<file path="src/rtl/memory_stage_if.sv">
// Bundle of the execute-side, data-memory and writeback signals of memory_stage.
// The slave modport is the stage's own view; the master modport drives it.
interface memory_stage_if;
    logic        IN_VALID;
    logic [31:0] IR;
    logic [31:0] ALU_RESULT;
    logic [31:0] RS_2;
    logic [31:0] PC_COUNT;
    logic        MEM_STALL;
    logic        DMEM_REQ;
    logic        DMEM_WE;
    logic [31:0] DMEM_ADDR;
    logic [31:0] DMEM_WDATA;
    logic [3:0]  DMEM_BE;
    logic [31:0] DMEM_RDATA;
    logic        DMEM_ACK;
    logic        WB_VALID;
    logic        MEM_ERR;
    logic        MEM_MISALIGN;
    logic [31:0] WB_IR;
    logic [31:0] WB_PC;
    logic [31:0] WB_ALU;
    logic [31:0] WB_LOAD_DATA;

    modport slave (
        input  IN_VALID, IR, ALU_RESULT, RS_2, PC_COUNT, DMEM_RDATA, DMEM_ACK,
        output MEM_STALL, DMEM_REQ, DMEM_WE, DMEM_ADDR, DMEM_WDATA, DMEM_BE,
               WB_VALID, MEM_ERR, MEM_MISALIGN, WB_IR, WB_PC, WB_ALU, WB_LOAD_DATA
    );

    modport master (
        output IN_VALID, IR, ALU_RESULT, RS_2, PC_COUNT, DMEM_RDATA, DMEM_ACK,
        input  MEM_STALL, DMEM_REQ, DMEM_WE, DMEM_ADDR, DMEM_WDATA, DMEM_BE,
               WB_VALID, MEM_ERR, MEM_MISALIGN, WB_IR, WB_PC, WB_ALU, WB_LOAD_DATA
    );
endinterface

</file>
<file path="src/rtl/memory_stage.sv">
// Memory pipeline stage: one outstanding data-memory access with timeout abort.
// Define MISALIGN_TRAP_EN to trap misaligned half/word accesses instead of masking the low address bits.
module memory_stage #(
    parameter int unsigned MAX_WAIT = 15
) (
    input  logic          MEM_CLK,
    input  logic          MEM_RST_N,
    memory_stage_if.slave bus
);
    localparam logic [6:0] OP_LOAD   = 7'b0000011;
    localparam logic [6:0] OP_STORE  = 7'b0100011;
    // Abort fires in the MAX_WAIT-th ACCESS cycle, so the counter compares against MAX_WAIT-1.
    localparam logic [7:0] LAST_WAIT = 8'(MAX_WAIT - 1);

    typedef enum logic [0:0] {IDLE = 1'b0, ACCESS = 1'b1} state_t;

    state_t      state_r, state_s;
    logic [7:0]  wait_cnt_r, wait_cnt_s;
    logic [31:0] hold_ir_r, hold_ir_s, hold_pc_r, hold_pc_s, hold_alu_r, hold_alu_s;
    logic        dmem_req_r, dmem_req_s, dmem_we_r, dmem_we_s;
    logic [31:0] dmem_addr_r, dmem_addr_s, dmem_wdata_r, dmem_wdata_s;
    logic [3:0]  dmem_be_r, dmem_be_s;
    logic        wb_valid_r, wb_valid_s, mem_err_r, mem_err_s, mem_misalign_r, mem_misalign_s;
    logic [31:0] wb_ir_r, wb_ir_s, wb_pc_r, wb_pc_s, wb_alu_r, wb_alu_s;
    logic [31:0] wb_load_data_r, wb_load_data_s;
    logic        in_load_s, in_store_s, in_misalign_s, hold_load_s;

    function automatic logic [3:0] store_be(input logic [2:0] funct3, input logic [1:0] addr);
        case (funct3[1:0])
            2'b00:   store_be = 4'b0001 << addr;
            2'b01:   store_be = addr[1] ? 4'b1100 : 4'b0011;
            default: store_be = 4'b1111;
        endcase
    endfunction

    function automatic logic [31:0] store_data(input logic [2:0] funct3, input logic [31:0] rs2);
        case (funct3[1:0])
            2'b00:   store_data = {4{rs2[7:0]}};
            2'b01:   store_data = {2{rs2[15:0]}};
            default: store_data = rs2;
        endcase
    endfunction

    function automatic logic [31:0] load_format(input logic [2:0] funct3, input logic [1:0] addr,
                                                input logic [31:0] rdata);
        logic [7:0]  byte_v;
        logic [15:0] half_v;
        case (addr)
            2'b00:   byte_v = rdata[7:0];
            2'b01:   byte_v = rdata[15:8];
            2'b10:   byte_v = rdata[23:16];
            default: byte_v = rdata[31:24];
        endcase
        half_v = addr[1] ? rdata[31:16] : rdata[15:0];
        case (funct3)
            3'b000:  load_format = {{24{byte_v[7]}}, byte_v};
            3'b001:  load_format = {{16{half_v[15]}}, half_v};
            3'b100:  load_format = {24'h000000, byte_v};
            3'b101:  load_format = {16'h0000, half_v};
            default: load_format = rdata;
        endcase
    endfunction

`ifdef MISALIGN_TRAP_EN
    function automatic logic misaligned(input logic [2:0] funct3, input logic [1:0] addr);
        case (funct3[1:0])
            2'b01:   misaligned = addr[0];
            2'b10:   misaligned = (addr != 2'b00);
            default: misaligned = 1'b0;
        endcase
    endfunction

    assign in_misalign_s    = misaligned(bus.IR[14:12], bus.ALU_RESULT[1:0]);
    assign bus.MEM_MISALIGN = mem_misalign_r;
`else
    assign in_misalign_s    = 1'b0;
    assign bus.MEM_MISALIGN = 1'b0;
`endif

    assign in_load_s   = (bus.IR[6:0] == OP_LOAD);
    assign in_store_s  = (bus.IR[6:0] == OP_STORE);
    assign hold_load_s = (hold_ir_r[6:0] == OP_LOAD);

    // Next-state and next-output logic of the IDLE/ACCESS handshake
    always_comb begin
        state_s        = state_r;
        wait_cnt_s     = wait_cnt_r;
        hold_ir_s      = hold_ir_r;
        hold_pc_s      = hold_pc_r;
        hold_alu_s     = hold_alu_r;
        dmem_req_s     = dmem_req_r;
        dmem_we_s      = dmem_we_r;
        dmem_addr_s    = dmem_addr_r;
        dmem_be_s      = dmem_be_r;
        dmem_wdata_s   = dmem_wdata_r;
        wb_valid_s     = 1'b0;
        mem_err_s      = 1'b0;
        mem_misalign_s = 1'b0;
        wb_ir_s        = wb_ir_r;
        wb_pc_s        = wb_pc_r;
        wb_alu_s       = wb_alu_r;
        wb_load_data_s = wb_load_data_r;
        case (state_r)
            IDLE: begin
                if (bus.IN_VALID && (!(in_load_s || in_store_s) || in_misalign_s)) begin
                    wb_valid_s     = 1'b1;
                    mem_misalign_s = in_misalign_s;
                    wb_ir_s        = bus.IR;
                    wb_pc_s        = bus.PC_COUNT;
                    wb_alu_s       = bus.ALU_RESULT;
                    wb_load_data_s = 32'h00000000;
                end else if (bus.IN_VALID) begin
                    state_s      = ACCESS;
                    wait_cnt_s   = 8'd0;
                    hold_ir_s    = bus.IR;
                    hold_pc_s    = bus.PC_COUNT;
                    hold_alu_s   = bus.ALU_RESULT;
                    dmem_req_s   = 1'b1;
                    dmem_we_s    = in_store_s;
                    dmem_addr_s  = {bus.ALU_RESULT[31:2], 2'b00};
                    dmem_be_s    = in_store_s ? store_be(bus.IR[14:12], bus.ALU_RESULT[1:0]) : 4'b1111;
                    dmem_wdata_s = in_store_s ? store_data(bus.IR[14:12], bus.RS_2) : 32'h00000000;
                end else begin
                    state_s = IDLE;
                end
            end
            ACCESS: begin
                if (bus.DMEM_ACK || (wait_cnt_r == LAST_WAIT)) begin
                    state_s      = IDLE;
                    dmem_req_s   = 1'b0;
                    dmem_we_s    = 1'b0;
                    dmem_addr_s  = 32'h00000000;
                    dmem_be_s    = 4'b0000;
                    dmem_wdata_s = 32'h00000000;
                    wb_valid_s   = 1'b1;
                    wb_ir_s      = hold_ir_r;
                    wb_pc_s      = hold_pc_r;
                    wb_alu_s     = hold_alu_r;
                    if (bus.DMEM_ACK) begin
                        wb_load_data_s = hold_load_s ?
                            load_format(hold_ir_r[14:12], hold_alu_r[1:0], bus.DMEM_RDATA) : 32'h00000000;
                    end else begin
                        mem_err_s      = 1'b1;
                        wb_load_data_s = 32'h00000000;
                    end
                end else begin
                    wait_cnt_s = wait_cnt_r + 8'd1;
                end
            end
            default: begin
                state_s = IDLE;
            end
        endcase
    end

    // State, hold and output registers; reset clears everything at once
    always_ff @(posedge MEM_CLK or negedge MEM_RST_N) begin
        if (!MEM_RST_N) begin
            state_r        <= IDLE;
            wait_cnt_r     <= 8'd0;
            hold_ir_r      <= 32'h00000000;
            hold_pc_r      <= 32'h00000000;
            hold_alu_r     <= 32'h00000000;
            dmem_req_r     <= 1'b0;
            dmem_we_r      <= 1'b0;
            dmem_addr_r    <= 32'h00000000;
            dmem_be_r      <= 4'b0000;
            dmem_wdata_r   <= 32'h00000000;
            wb_valid_r     <= 1'b0;
            mem_err_r      <= 1'b0;
            mem_misalign_r <= 1'b0;
            wb_ir_r        <= 32'h00000000;
            wb_pc_r        <= 32'h00000000;
            wb_alu_r       <= 32'h00000000;
            wb_load_data_r <= 32'h00000000;
        end else begin
            state_r        <= state_s;
            wait_cnt_r     <= wait_cnt_s;
            hold_ir_r      <= hold_ir_s;
            hold_pc_r      <= hold_pc_s;
            hold_alu_r     <= hold_alu_s;
            dmem_req_r     <= dmem_req_s;
            dmem_we_r      <= dmem_we_s;
            dmem_addr_r    <= dmem_addr_s;
            dmem_be_r      <= dmem_be_s;
            dmem_wdata_r   <= dmem_wdata_s;
            wb_valid_r     <= wb_valid_s;
            mem_err_r      <= mem_err_s;
            mem_misalign_r <= mem_misalign_s;
            wb_ir_r        <= wb_ir_s;
            wb_pc_r        <= wb_pc_s;
            wb_alu_r       <= wb_alu_s;
            wb_load_data_r <= wb_load_data_s;
        end
    end

    // The request register is high exactly while in ACCESS, so it doubles as the stall
    assign bus.MEM_STALL    = dmem_req_r;
    assign bus.DMEM_REQ     = dmem_req_r;
    assign bus.DMEM_WE      = dmem_we_r;
    assign bus.DMEM_ADDR    = dmem_addr_r;
    assign bus.DMEM_BE      = dmem_be_r;
    assign bus.DMEM_WDATA   = dmem_wdata_r;
    assign bus.WB_VALID     = wb_valid_r;
    assign bus.MEM_ERR      = mem_err_r;
    assign bus.WB_IR        = wb_ir_r;
    assign bus.WB_PC        = wb_pc_r;
    assign bus.WB_ALU       = wb_alu_r;
    assign bus.WB_LOAD_DATA = wb_load_data_r;
endmodule

</file>
<file path="src/flat_wrapper.sv">
// flat-port wrapper written by rule: the top's interface ports become plain ports
module memory_stage_flat 
#(
    parameter int unsigned MAX_WAIT = 15
)
  (MEM_CLK, MEM_RST_N, bus_IN_VALID, bus_IR, bus_ALU_RESULT, bus_RS_2, bus_PC_COUNT, bus_DMEM_RDATA, bus_DMEM_ACK, bus_MEM_STALL, bus_DMEM_REQ, bus_DMEM_WE, bus_DMEM_ADDR, bus_DMEM_WDATA, bus_DMEM_BE, bus_WB_VALID, bus_MEM_ERR, bus_MEM_MISALIGN, bus_WB_IR, bus_WB_PC, bus_WB_ALU, bus_WB_LOAD_DATA);
  memory_stage_if bus_i ();
  input  logic MEM_CLK;
  input  logic MEM_RST_N;
  input wire logic [$bits(bus_i.IN_VALID)-1:0] bus_IN_VALID;
  input wire logic [$bits(bus_i.IR)-1:0] bus_IR;
  input wire logic [$bits(bus_i.ALU_RESULT)-1:0] bus_ALU_RESULT;
  input wire logic [$bits(bus_i.RS_2)-1:0] bus_RS_2;
  input wire logic [$bits(bus_i.PC_COUNT)-1:0] bus_PC_COUNT;
  input wire logic [$bits(bus_i.DMEM_RDATA)-1:0] bus_DMEM_RDATA;
  input wire logic [$bits(bus_i.DMEM_ACK)-1:0] bus_DMEM_ACK;
  output wire logic [$bits(bus_i.MEM_STALL)-1:0] bus_MEM_STALL;
  output wire logic [$bits(bus_i.DMEM_REQ)-1:0] bus_DMEM_REQ;
  output wire logic [$bits(bus_i.DMEM_WE)-1:0] bus_DMEM_WE;
  output wire logic [$bits(bus_i.DMEM_ADDR)-1:0] bus_DMEM_ADDR;
  output wire logic [$bits(bus_i.DMEM_WDATA)-1:0] bus_DMEM_WDATA;
  output wire logic [$bits(bus_i.DMEM_BE)-1:0] bus_DMEM_BE;
  output wire logic [$bits(bus_i.WB_VALID)-1:0] bus_WB_VALID;
  output wire logic [$bits(bus_i.MEM_ERR)-1:0] bus_MEM_ERR;
  output wire logic [$bits(bus_i.MEM_MISALIGN)-1:0] bus_MEM_MISALIGN;
  output wire logic [$bits(bus_i.WB_IR)-1:0] bus_WB_IR;
  output wire logic [$bits(bus_i.WB_PC)-1:0] bus_WB_PC;
  output wire logic [$bits(bus_i.WB_ALU)-1:0] bus_WB_ALU;
  output wire logic [$bits(bus_i.WB_LOAD_DATA)-1:0] bus_WB_LOAD_DATA;
  assign bus_i.IN_VALID = bus_IN_VALID;
  assign bus_i.IR = bus_IR;
  assign bus_i.ALU_RESULT = bus_ALU_RESULT;
  assign bus_i.RS_2 = bus_RS_2;
  assign bus_i.PC_COUNT = bus_PC_COUNT;
  assign bus_i.DMEM_RDATA = bus_DMEM_RDATA;
  assign bus_i.DMEM_ACK = bus_DMEM_ACK;
  assign bus_MEM_STALL = bus_i.MEM_STALL;
  assign bus_DMEM_REQ = bus_i.DMEM_REQ;
  assign bus_DMEM_WE = bus_i.DMEM_WE;
  assign bus_DMEM_ADDR = bus_i.DMEM_ADDR;
  assign bus_DMEM_WDATA = bus_i.DMEM_WDATA;
  assign bus_DMEM_BE = bus_i.DMEM_BE;
  assign bus_WB_VALID = bus_i.WB_VALID;
  assign bus_MEM_ERR = bus_i.MEM_ERR;
  assign bus_MEM_MISALIGN = bus_i.MEM_MISALIGN;
  assign bus_WB_IR = bus_i.WB_IR;
  assign bus_WB_PC = bus_i.WB_PC;
  assign bus_WB_ALU = bus_i.WB_ALU;
  assign bus_WB_LOAD_DATA = bus_i.WB_LOAD_DATA;
  memory_stage #(.MAX_WAIT(MAX_WAIT)) u_core (.MEM_CLK(MEM_CLK), .MEM_RST_N(MEM_RST_N), .bus(bus_i));
endmodule
</file>
<file path="config.mk">
export PLATFORM = sky130hd
export DESIGN_NAME = memory_stage_flat
export DESIGN_NICKNAME = d
export VERILOG_FILES = /design/src/rtl/memory_stage_if.sv /design/src/rtl/memory_stage.sv /design/src/flat_wrapper.sv
export SDC_FILE = /design/constraint.sdc
export NUM_CORES = 1
export LEC_CHECK = 0
export BUFFER_PORTS_ARGS = -buffer_cell sky130_fd_sc_hd__buf_2
export CORE_MARGIN = 2
export CORE_UTILIZATION = 35
export DETAILED_ROUTE_END_ITERATION = 8
export SLEW_MARGIN = 10
export SYNTH_ARGS = -nofsm -noshare
export SYNTH_HDL_FRONTEND = slang
export SYNTH_SLANG_ARGS = --single-unit
</file>
<file path="constraint.sdc">
create_clock -name MEM_CLK -period 4.2 [get_ports MEM_CLK]
set_input_delay 0.42 -clock MEM_CLK [delete_from_list [all_inputs] [get_ports MEM_CLK]]
set_output_delay 0.42 -clock MEM_CLK [all_outputs]
set_load 0.01 [all_outputs]
</file>
Yosys cells after proc, flatten, opt, wreduce, memory -nomap -nowiden
Cells that the tools add are included.
{"block": "totals", "wordCells": 100, "n_memories": 0, "ff_bits": 305, "romBits": 0, "mem_bits_rw": 0, "latch_bits": 0, "output_inout_bits": 202, "in_bits": 164}
{"block": "classes", "eq_ne": 15, "addsub": 1, "n_div": 0, "mul": 0, "reduce_logical": 11, "bitwise": 2, "n_lt_le_gt_ge": 0, "mux": 54, "n_shift": 1}
{"operator": "$mux 32", "count": 16}
{"operator": "$pmux 32 s2", "count": 7}
{"operator": "$pmux 32 s4", "count": 1}
{"operator": "$mux 8", "count": 3}
{"operator": "$pmux 8 s3", "count": 1}
{"operator": "$mux 4", "count": 5}
{"operator": "$mux 16", "count": 1}
{"operator": "$pmux 4 s2", "count": 2}
{"operator": "$pmux 8 s2", "count": 1}
{"operator": "$eq 7x2->1 const B", "count": 2}
{"operator": "$mux 1", "count": 13}
{"operator": "$reduce_and 3->1", "count": 3}
{"operator": "$add 8x1->8 const B", "count": 1}
{"operator": "$eq 8x4->1 const B", "count": 1}
{"operator": "$ne 2x2->1 const B", "count": 4}
{"operator": "$pmux 1 s2", "count": 4}
{"operator": "$eq 7x6->1 const B", "count": 1}
{"operator": "$eq 3x3->1 const B", "count": 2}
{"operator": "$eq 2x1->1 const B", "count": 2}
{"operator": "$logic_not 2->1", "count": 2}
{"operator": "$shl 1x2->4 const A", "count": 1}
{"operator": "$eq 3x1->1 const B", "count": 1}
{"operator": "$logic_not 3->1", "count": 1}
{"operator": "$eq 2x2->1 const B", "count": 1}
{"operator": "6 further kinds", "count": 8}

Depth between registers and ports, before layout
Gate-level depths: netlist of run 1.
{"block": "depth", "depth_word": 7, "ltp_mapped": 9, "ltp_nobuf": 7}

Least setup slack after synthesis of run 1
OpenSTA, ideal clock, no wires.
{"block": "synth_timing", "kind": "register to register", "startpoint": "register u_core.wait_cnt_r[0]", "endpoint": "register u_core.wb_alu_r[20] (netlist: u_core.bus.WB_ALU[20])", "required_time_ns": 4.075, "n_path_buf": 2, "stages_incl_launch_ff": 10, "slack_ns": 1.901, "setup_ns": 0.125, "t_arrival_ns": 2.174, "synth_period_minus_slack_ns": 2.299, "path_cell_list": "dfrtp_1 -> inv_1 -> ha_1 -> or4b_4 -> o21bai_2 -> a22oi_2 -> inv_2 -> buf_4 -> buf_4 -> mux2_2"}
{"block": "synth_via", "elab_chain_cells": 4}
{"item": "start: declaration", "line_no": "memory_stage.sv:18", "rtl": "logic [7:0] wait_cnt_r, wait_cnt_s;"}
{"item": "start signal: assignment", "line_no": "memory_stage.sv:178", "rtl": "wait_cnt_r <= wait_cnt_s;"}
{"item": "$eq 8x4->1", "line_no": "memory_stage.sv:128", "rtl": "if (bus.DMEM_ACK || (wait_cnt_r == LAST_WAIT)) begin"}
{"item": "$logic_or 1x1->1", "line_no": "memory_stage.sv:128"}
{"item": "$ne 2x2->1 (no source line)"}
{"item": "$reduce_and 2->1 (no source line)"}
{"item": "end signal: assignment", "line_no": "memory_stage.sv:192", "rtl": "wb_alu_r <= wb_alu_s;"}
{"item": "end: declaration", "line_no": "memory_stage.sv:24", "rtl": "logic [31:0] wb_ir_r, wb_ir_s, wb_pc_r, wb_pc_s, wb_alu_r, wb_alu_s;"}
No other way between the ends.
A chain may end at the register's enable or synchronous reset.

Worst setup path in the final report of run 1
{"block": "layout_timing", "startpoint": "register u_core.wait_cnt_r[0]", "endpoint": "register u_core.wb_alu_r[9] (netlist: u_core.bus.WB_ALU[9])"}
Same word-level chain as after synthesis.

==> metrics.md, run 1 <==
| Metric | Value |
|---|---|
| Die area | `around 40000 sq um` |
| Clock transition at path regs | `approximately 60 ps` |
| Synth top area share | `56.84%` |
| First-pass GRT wire length | `57.37 mm` |
| CTS root buf | `clkbuf_16` |
| Total negative slack | `0 ps` |
| Fin nets | `1649` |
| Clk network pwr share | `between 40% and 50%` |
| Top cells by count, synth | `dfrtp_1, nand2_1, mux2_2` |
| CP max stage delay | `~500 ps` |
| Finished Cell Area | `around 17000 sq um` |
| Post-synthesis async set-or-reset flop share | `100.0%` |
| Tmin final | `approximately 3200 ps` |
| Antenna violations before repair | `8` |
| Sequential power share | `44.9%` |
| Fillers | `between 3000 and 4000` |
| Total I/O pin count | `approximately 370` |
| Initial cell density of the core | `35.50%` |
| Worst slack at placement | `951.6 ps` |
| Clk_skew | `12.36 ps` |
| Cell Area, Placed | `~16000 sq um` |
| Vias in the first global route | `9991` |
| CTS Buf Count | `36` |
| Sink Count | `303` |
| CP bufs+invs | `4` |
| Syn. warnings | `0` |
| Sw Pwr | `1.980 mW` |
| Post-CTS setup buffers | `0` |
| Worst-skew pair later-pin latency | `530 ps` |
| First-pass DRT Iterations | `4` |
| Failing checks | `negative hold slack` |
| Cell taking the most area after synthesis | `dfrtp_1` |
| CP max FO | `36` |
| WL per Instance | `18.55 microns` |
| CP arrival | `3630 ps` |
| Layout area overhead | `26.24%` |
| Seq cells post-synth | `303` |
| Cell with the most instances after synthesis | `dfrtp_1` |
| Mapped Area | `13340 sq um` |
| Switching Fraction | `26.07%` |
| Highest metal used | `met5` |
| CTS tree | `built` |
| Most used cell, CP | `buf_4` |
| DRT iter0 DRCs | `462` |
| Sequential share of the synthesized area | `56.84%` |
| Share of layout cells above drive strength 1 | `42.90%` |
| IO Port Bufs | `362` |
| Unique masters post-synth | `45` |
| Vias per cell | `4.959` |
| Gpl congestion | `0.8540` |
| Max-Cap Viols | `0` |
| Synth top area cells | `dfrtp_1, mux2_2, nand2_1` |
| DP HPWL | `~25 mm` |
| WHS | `-0.3029 ps` |
| ANT nets after route | `0` |
| Final worst slack | `981.1 ps` |
| Lkg Pwr | `8.502 nW` |
| Pin count of the biggest net entering global routing | `120` |
| Final Hold Fails | `2` |
| Die H | `199.2 microns` |
| Cells after Synth | `1146` |
| Worst Path Required | `roughly 4600 ps` |
| H-tree depth | `2` |
| Total grt overflow | `0` |
| Cts hold-fix bufs | `0` |
| Max Fclk | `0.3107 GHz` |
| Met3 routed WL | `3.304 mm` |
| EDFF count, synth | `0` |
| Comb power frac | `14.0%` |
| Met2 wire len | `17.24 mm` |
| Main synth FF type | `dfrtp_1` |
| Unrepaired setup endpoints after global routing | `false` |
| Slowest library cell on the worst path | `or4b_4` |
| Ordered list of cells on the worst path | `inv_1, ha_1, or4b_4, o21bai_2, a22oi_2, buf_4, inv_4, buf_4, mux2_2` |
| Tcrit/Tclk final | `about three quarters` |
| Slew headroom | `29.27%` |
| Pint | `about 5.6 mW` |
| Hold Path Class | `in2async` |
| Total power | `7.594 mW` |
| Rows | `71` |
| Crit path capture type | `flip-flop` |
| DRC errors left | `0` |
| Status | `finished, violations left` |
| Worst setup path category | `reg2reg` |
| All-Layer GR Usage | `18.50%` |
| Core area | `37580 sq um` |
| Avg Synthesized Cell Area | `between 10 and 15 sq um` |
| Die width | `199.2 microns` |
| Maximum vdd drop | `0.3334 mV` |
| Family with the most delay on the worst path | `buffers and inverters` |
| Worst Tran Pin Value | `~1100 ps` |
| Wl on met1 | `16.12 mm` |
| Pwr per Cell Area | `450.9 nW/um^2` |
| Via count | `10012` |
| Post-CTS Resized | `0` |
| Final slew viol count | `0` |
| Startpoint Class | `flip-flop` |
| Clock Path Buffers | `3` |
| DRT Wirelength | `37.45 mm` |
| Setup Viol. Count Final | `0` |
## worst register-to-register path: cells and delay by family, from the launching register on
| kind | cells | cell delay [ps] |
|---|---|---|
| fa+ha+maj | 1 | 150 |
| buf+inv | 4 | 1250 |
| simple gates | 1 | 500 |
| mux | 1 | 390 |
| compound gates | 2 | 390 |
| flops | 1 | 430 |
## per-layer routing
layer	vias to the layer above	global-route usage [%]
met2	333	29.36
met1	4939	24.02
met4	14	5.058
met3	66	6.397
met5	-	0
li1	4660	-
## layout by cell type (no fill, tap or decap), drive strengths merged, types with 12 or more instances in the layout
cell type,count
a21oi,12
a22o,65
buf,376
clkbuf,54
dfrtp,303
mux2,201
mux2i,24
nand2,277
nand2b,26
nor2,16
o21ai,36
o2bb2ai,24
## registers in the layout, summed over array words and instances (netlist names), 32 cells and up
register / cells
u_core.bus.DMEM_WDATA: 32
u_core.hold_alu_r: 32
u_core.hold_pc_r: 32
u_core.bus.WB_IR: 32
u_core.bus.WB_LOAD_DATA: 32
u_core.bus.WB_PC: 32
u_core.bus.WB_ALU: 32
u_core.hold_ir_r: 32
## worst paths after layout
| kind | start | end | slack [ps] | cells after the start |
|---|---|---|---|---|
| worst max-delay path | u_core.wait_cnt_r[0] | u_core.bus.WB_ALU[9] | 980 | 9 |
| worst min-delay path | MEM_RST_N | u_core.bus.DMEM_WDATA[22] | -0.3 | 1 |
| worst max register to register | u_core.wait_cnt_r[0] | u_core.bus.WB_ALU[9] | 980 | 9 |
| worst min register to register | u_core.hold_pc_r[26] | u_core.hold_pc_r[26] | 470 | 2 |
| max in group asynchronous | MEM_RST_N | u_core.hold_alu_r[25] | 3140 | 2 |
| min in group MEM_CLK | bus_PC_COUNT[15] | u_core.hold_pc_r[15] | 90 | 3 |
## layout make-up
cell class	count	area [sq um]	share of cell area (%)
Timing Repair Buffer	376	1977	11.74
Inverter	6	25.02	0.1486
Clock buffer	54	1120	6.649
Tap cell	511	639.4	3.796
Antenna cell	2	5.005	0.02972
Sequential cell	303	7586	45.04
Clock inverter	7	71.32	0.4235
Multi-Input combinational cell	760	5418	32.17
## stage by stage
| step | util, % | instances |
|---|---|---|
| finish | 44.82 | 2019 |
| detailed placement | 41.63 | 1956 |
| global route | 44.81 | 2018 |
| floorplan | - | 1148 |
| CTS | 44.80 | 2017 |
| global placement | 41.63 | 1956 |
## power by group through the flow
stage,Sequential (mW),Clock (mW),Combinational (mW)
detailed placement,3.45,0,1.08
global placement,3.44,0,1.06
floorplan,3.50,0,0.512
global route,3.45,3.33,1.18
CTS,3.41,3.22,1.08
finish,3.41,3.12,1.06
## kinds of logic (layout without fill, tap and decap cells)
logic type                 Yosys count  count (layout)  synth area share (%)
AOI/OAI and AO/OA                  165             165                 9.586
other                                1               5               0.02811
DFF                                303             303                 56.84
and+or+nand+nor                    360             360                 11.49
muxes                              225             225                 18.77
xor gates and xnor gates             5               5                0.3283
buffers and inverters               85             443                 2.776
adders and majority gates            2               2                0.1876
No activity file was read; power rests on OpenSTA's default activity.
==> run 2, diff against run 1 <==
- clock period: 4.2 -> 3.3 ns (I/O delays scaled with it)
==> run 2 against run 1 <==
Net effect: the run now ends clean; combinational power up 35%; worst setup slack worse by 370 ps; sequential share of layout area decreased by 1.8 points; worst hold slack gained 28 ps; clock power up 26%; largest power group unchanged.
==> metrics.md, run 2 (synthesized netlist as in run 1, its figures left out) <==
| Metric | Value |
|---|---|
| Die H | `199.2 microns` |
| Unrepaired setup endpoints after global routing | `false` |
| Pin count of the biggest net entering global routing | `121` |
| Setup Viol. Count Final | `0` |
| Total I/O pin count | `366` |
| Worst slack at placement | `579.6 ps` |
| Lkg Pwr | `~9 nW` |
| Pwr per Cell Area | `roughly 550 nW/um^2` |
| Share of layout cells above drive strength 1 | `between 40% and 50%` |
| CTS root buf | `clkbuf_16` |
| First-pass DRT Iterations | `4` |
| Final slew viol count | `0` |
| CP max stage delay | `around 500 ps` |
| CTS Buf Count | `36` |
| CP max FO | `40` |
| Most common cell after layout, fill and taps aside | `buf_2` |
| Fin nets | `1721` |
| Final worst slack | `609.0 ps` |
| Antenna violations before repair | `3` |
| WHS | `27.78 ps` |
| Worst Tran Pin Value | `775.0 ps` |
| Gpl congestion | `0.8342` |
| Cts hold-fix bufs | `65` |
| Worst Path Required | `3720 ps` |
| IO Port Bufs | `362` |
| Crit path capture type | `flip-flop` |
| Final Hold Fails | `0` |
| Die area | `39690 sq um` |
| CTS tree | `built` |
| H-tree depth | `2` |
| Sink Count | `303` |
| Layout area overhead | `31.61%` |
| Tmin final | `roughly 2700 ps` |
| DP HPWL | `25.47 mm` |
| DRT Wirelength | `38.33 mm` |
| Slew headroom | `48.33%` |
| Status | `completed` |
| Hold Path Class | `in2reg` |
| Slowest library cell on the worst path | `or4b_4` |
| Vias per cell | `4.931` |
| Maximum vdd drop | `0.3282 mV` |
| Post-CTS setup buffers | `0` |
| Max Fclk | `0.3716 GHz` |
| Max-Cap Viols | `0` |
| Startpoint Class | `flip-flop` |
| Die width | `199.2 microns` |
| First-pass GRT wire length | `59.50 mm` |
| Ordered list of cells on the worst path | `inv_1, ha_1, or4b_4, o21bai_2, a22oi_2, inv_4, buf_12, mux2_2` |
| Clock transition at path regs | `60 ps` |
| Post-Route Utilization | `46.72%` |
| Core area | `37580 sq um` |
| CP arrival | `3110 ps` |
| Post-CTS Resized | `0` |
| Worst setup path category | `reg2reg` |
| Total negative slack | `0 ps` |
| Most frequent cells in the layout | `buf_2, dfrtp_1, nand2_1` |
| Clk_skew | `between 10 and 15 ps` |
| Finished Layout Cells | `2095` |
| Initial cell density of the core | `a little over a third` |
| All-Layer GR Usage | `19.14%` |
| DRC errors left | `0` |
| Via count | `10331` |
| Vias in the first global route | `roughly 11000` |
| Worst-skew pair later-pin latency | `540 ps` |
| DRT iter0 DRCs | `approximately 390` |
| ANT nets after route | `0` |
| Clock Path Buffers | `3` |
| Total grt overflow | `0` |
| Rows | `71` |
| Placed cell count | `1963` |
| Tcrit/Tclk final | `between 80 and 90%` |
| WL per Instance | `18.30 microns` |
## run 2: cell count changes in the layout (fill, tap and decap cells not counted), sizes merged
cell	before	now
buf	376	383
dlygate4sd3	0	65
clkinvlp	0	1
diode	2	3
clkbuf	54	56
## run 2: path summary, 6_finish.rpt
check                                           start                        end  slack [ps]  cells past startpoint
min in group asynchronous                   MEM_RST_N  u_core.bus.DMEM_WDATA[26]         420                      2
max in group asynchronous                   MEM_RST_N        u_core.bus.WB_PC[0]        2040                      3
worst max-delay path             u_core.wait_cnt_r[0]       u_core.bus.WB_IR[25]         610                      8
worst min-delay path               bus_ALU_RESULT[16]      u_core.hold_alu_r[16]          30                      3
worst min register to register  u_core.hold_alu_r[13]      u_core.hold_alu_r[13]         470                      2
worst max register to register   u_core.wait_cnt_r[0]       u_core.bus.WB_IR[25]         610                      8
## run 2: power breakdown
group / internal (mW) / switching, mW / total (mW)
Combinational: 0.691 / 0.742 / 1.43
Clock: 2.35 / 1.58 / 3.93
Sequential: 4.10 / 0.234 / 4.33
## run 2: final cells by class
class / count / area (sq um)
antenna: 3 / 7.507
fill: 3461 / 20020
timing repair buffer: 448 / 2718
inverter: 6 / 25.02
tap: 511 / 639.4
clock inverter: 8 / 86.33
clock buffer: 56 / 1086
sequential: 303 / 7586
multi-input combinational: 760 / 5409
## run 2: per-layer routing
layer | up-vias | track usage [%] | routed length [microns]
li1 | 4810 | - | -
met1 | 5105 | 24.09 | 16320
met2 | 333 | 30.38 | 17470
met3 | 81 | 6.143 | 3171
met4 | 2 | 7.905 | 1361
met5 | - | 0 | 9
## run 2: worst max-delay path: cells and delay by family (launching register included)
family,cells,cell delay [ps]
buffers and inverters,3,670
DFF,1,430
AOI/OAI and AO/OA,2,440
muxes,1,370
and+or+nand+nor,1,500
adders and majority gates,1,150
## run 2: stage by stage
| step | total power, mW | instance area [sq um] |
|---|---|---|
| after floorplan | 5.103 | 13350 |
| after global placement | 5.741 | 15730 |
| after detailed placement | 5.780 | 15730 |
| after CTS | 9.839 | 17550 |
| after global routing | 10.17 | 17550 |
| final | 9.695 | 17560 |
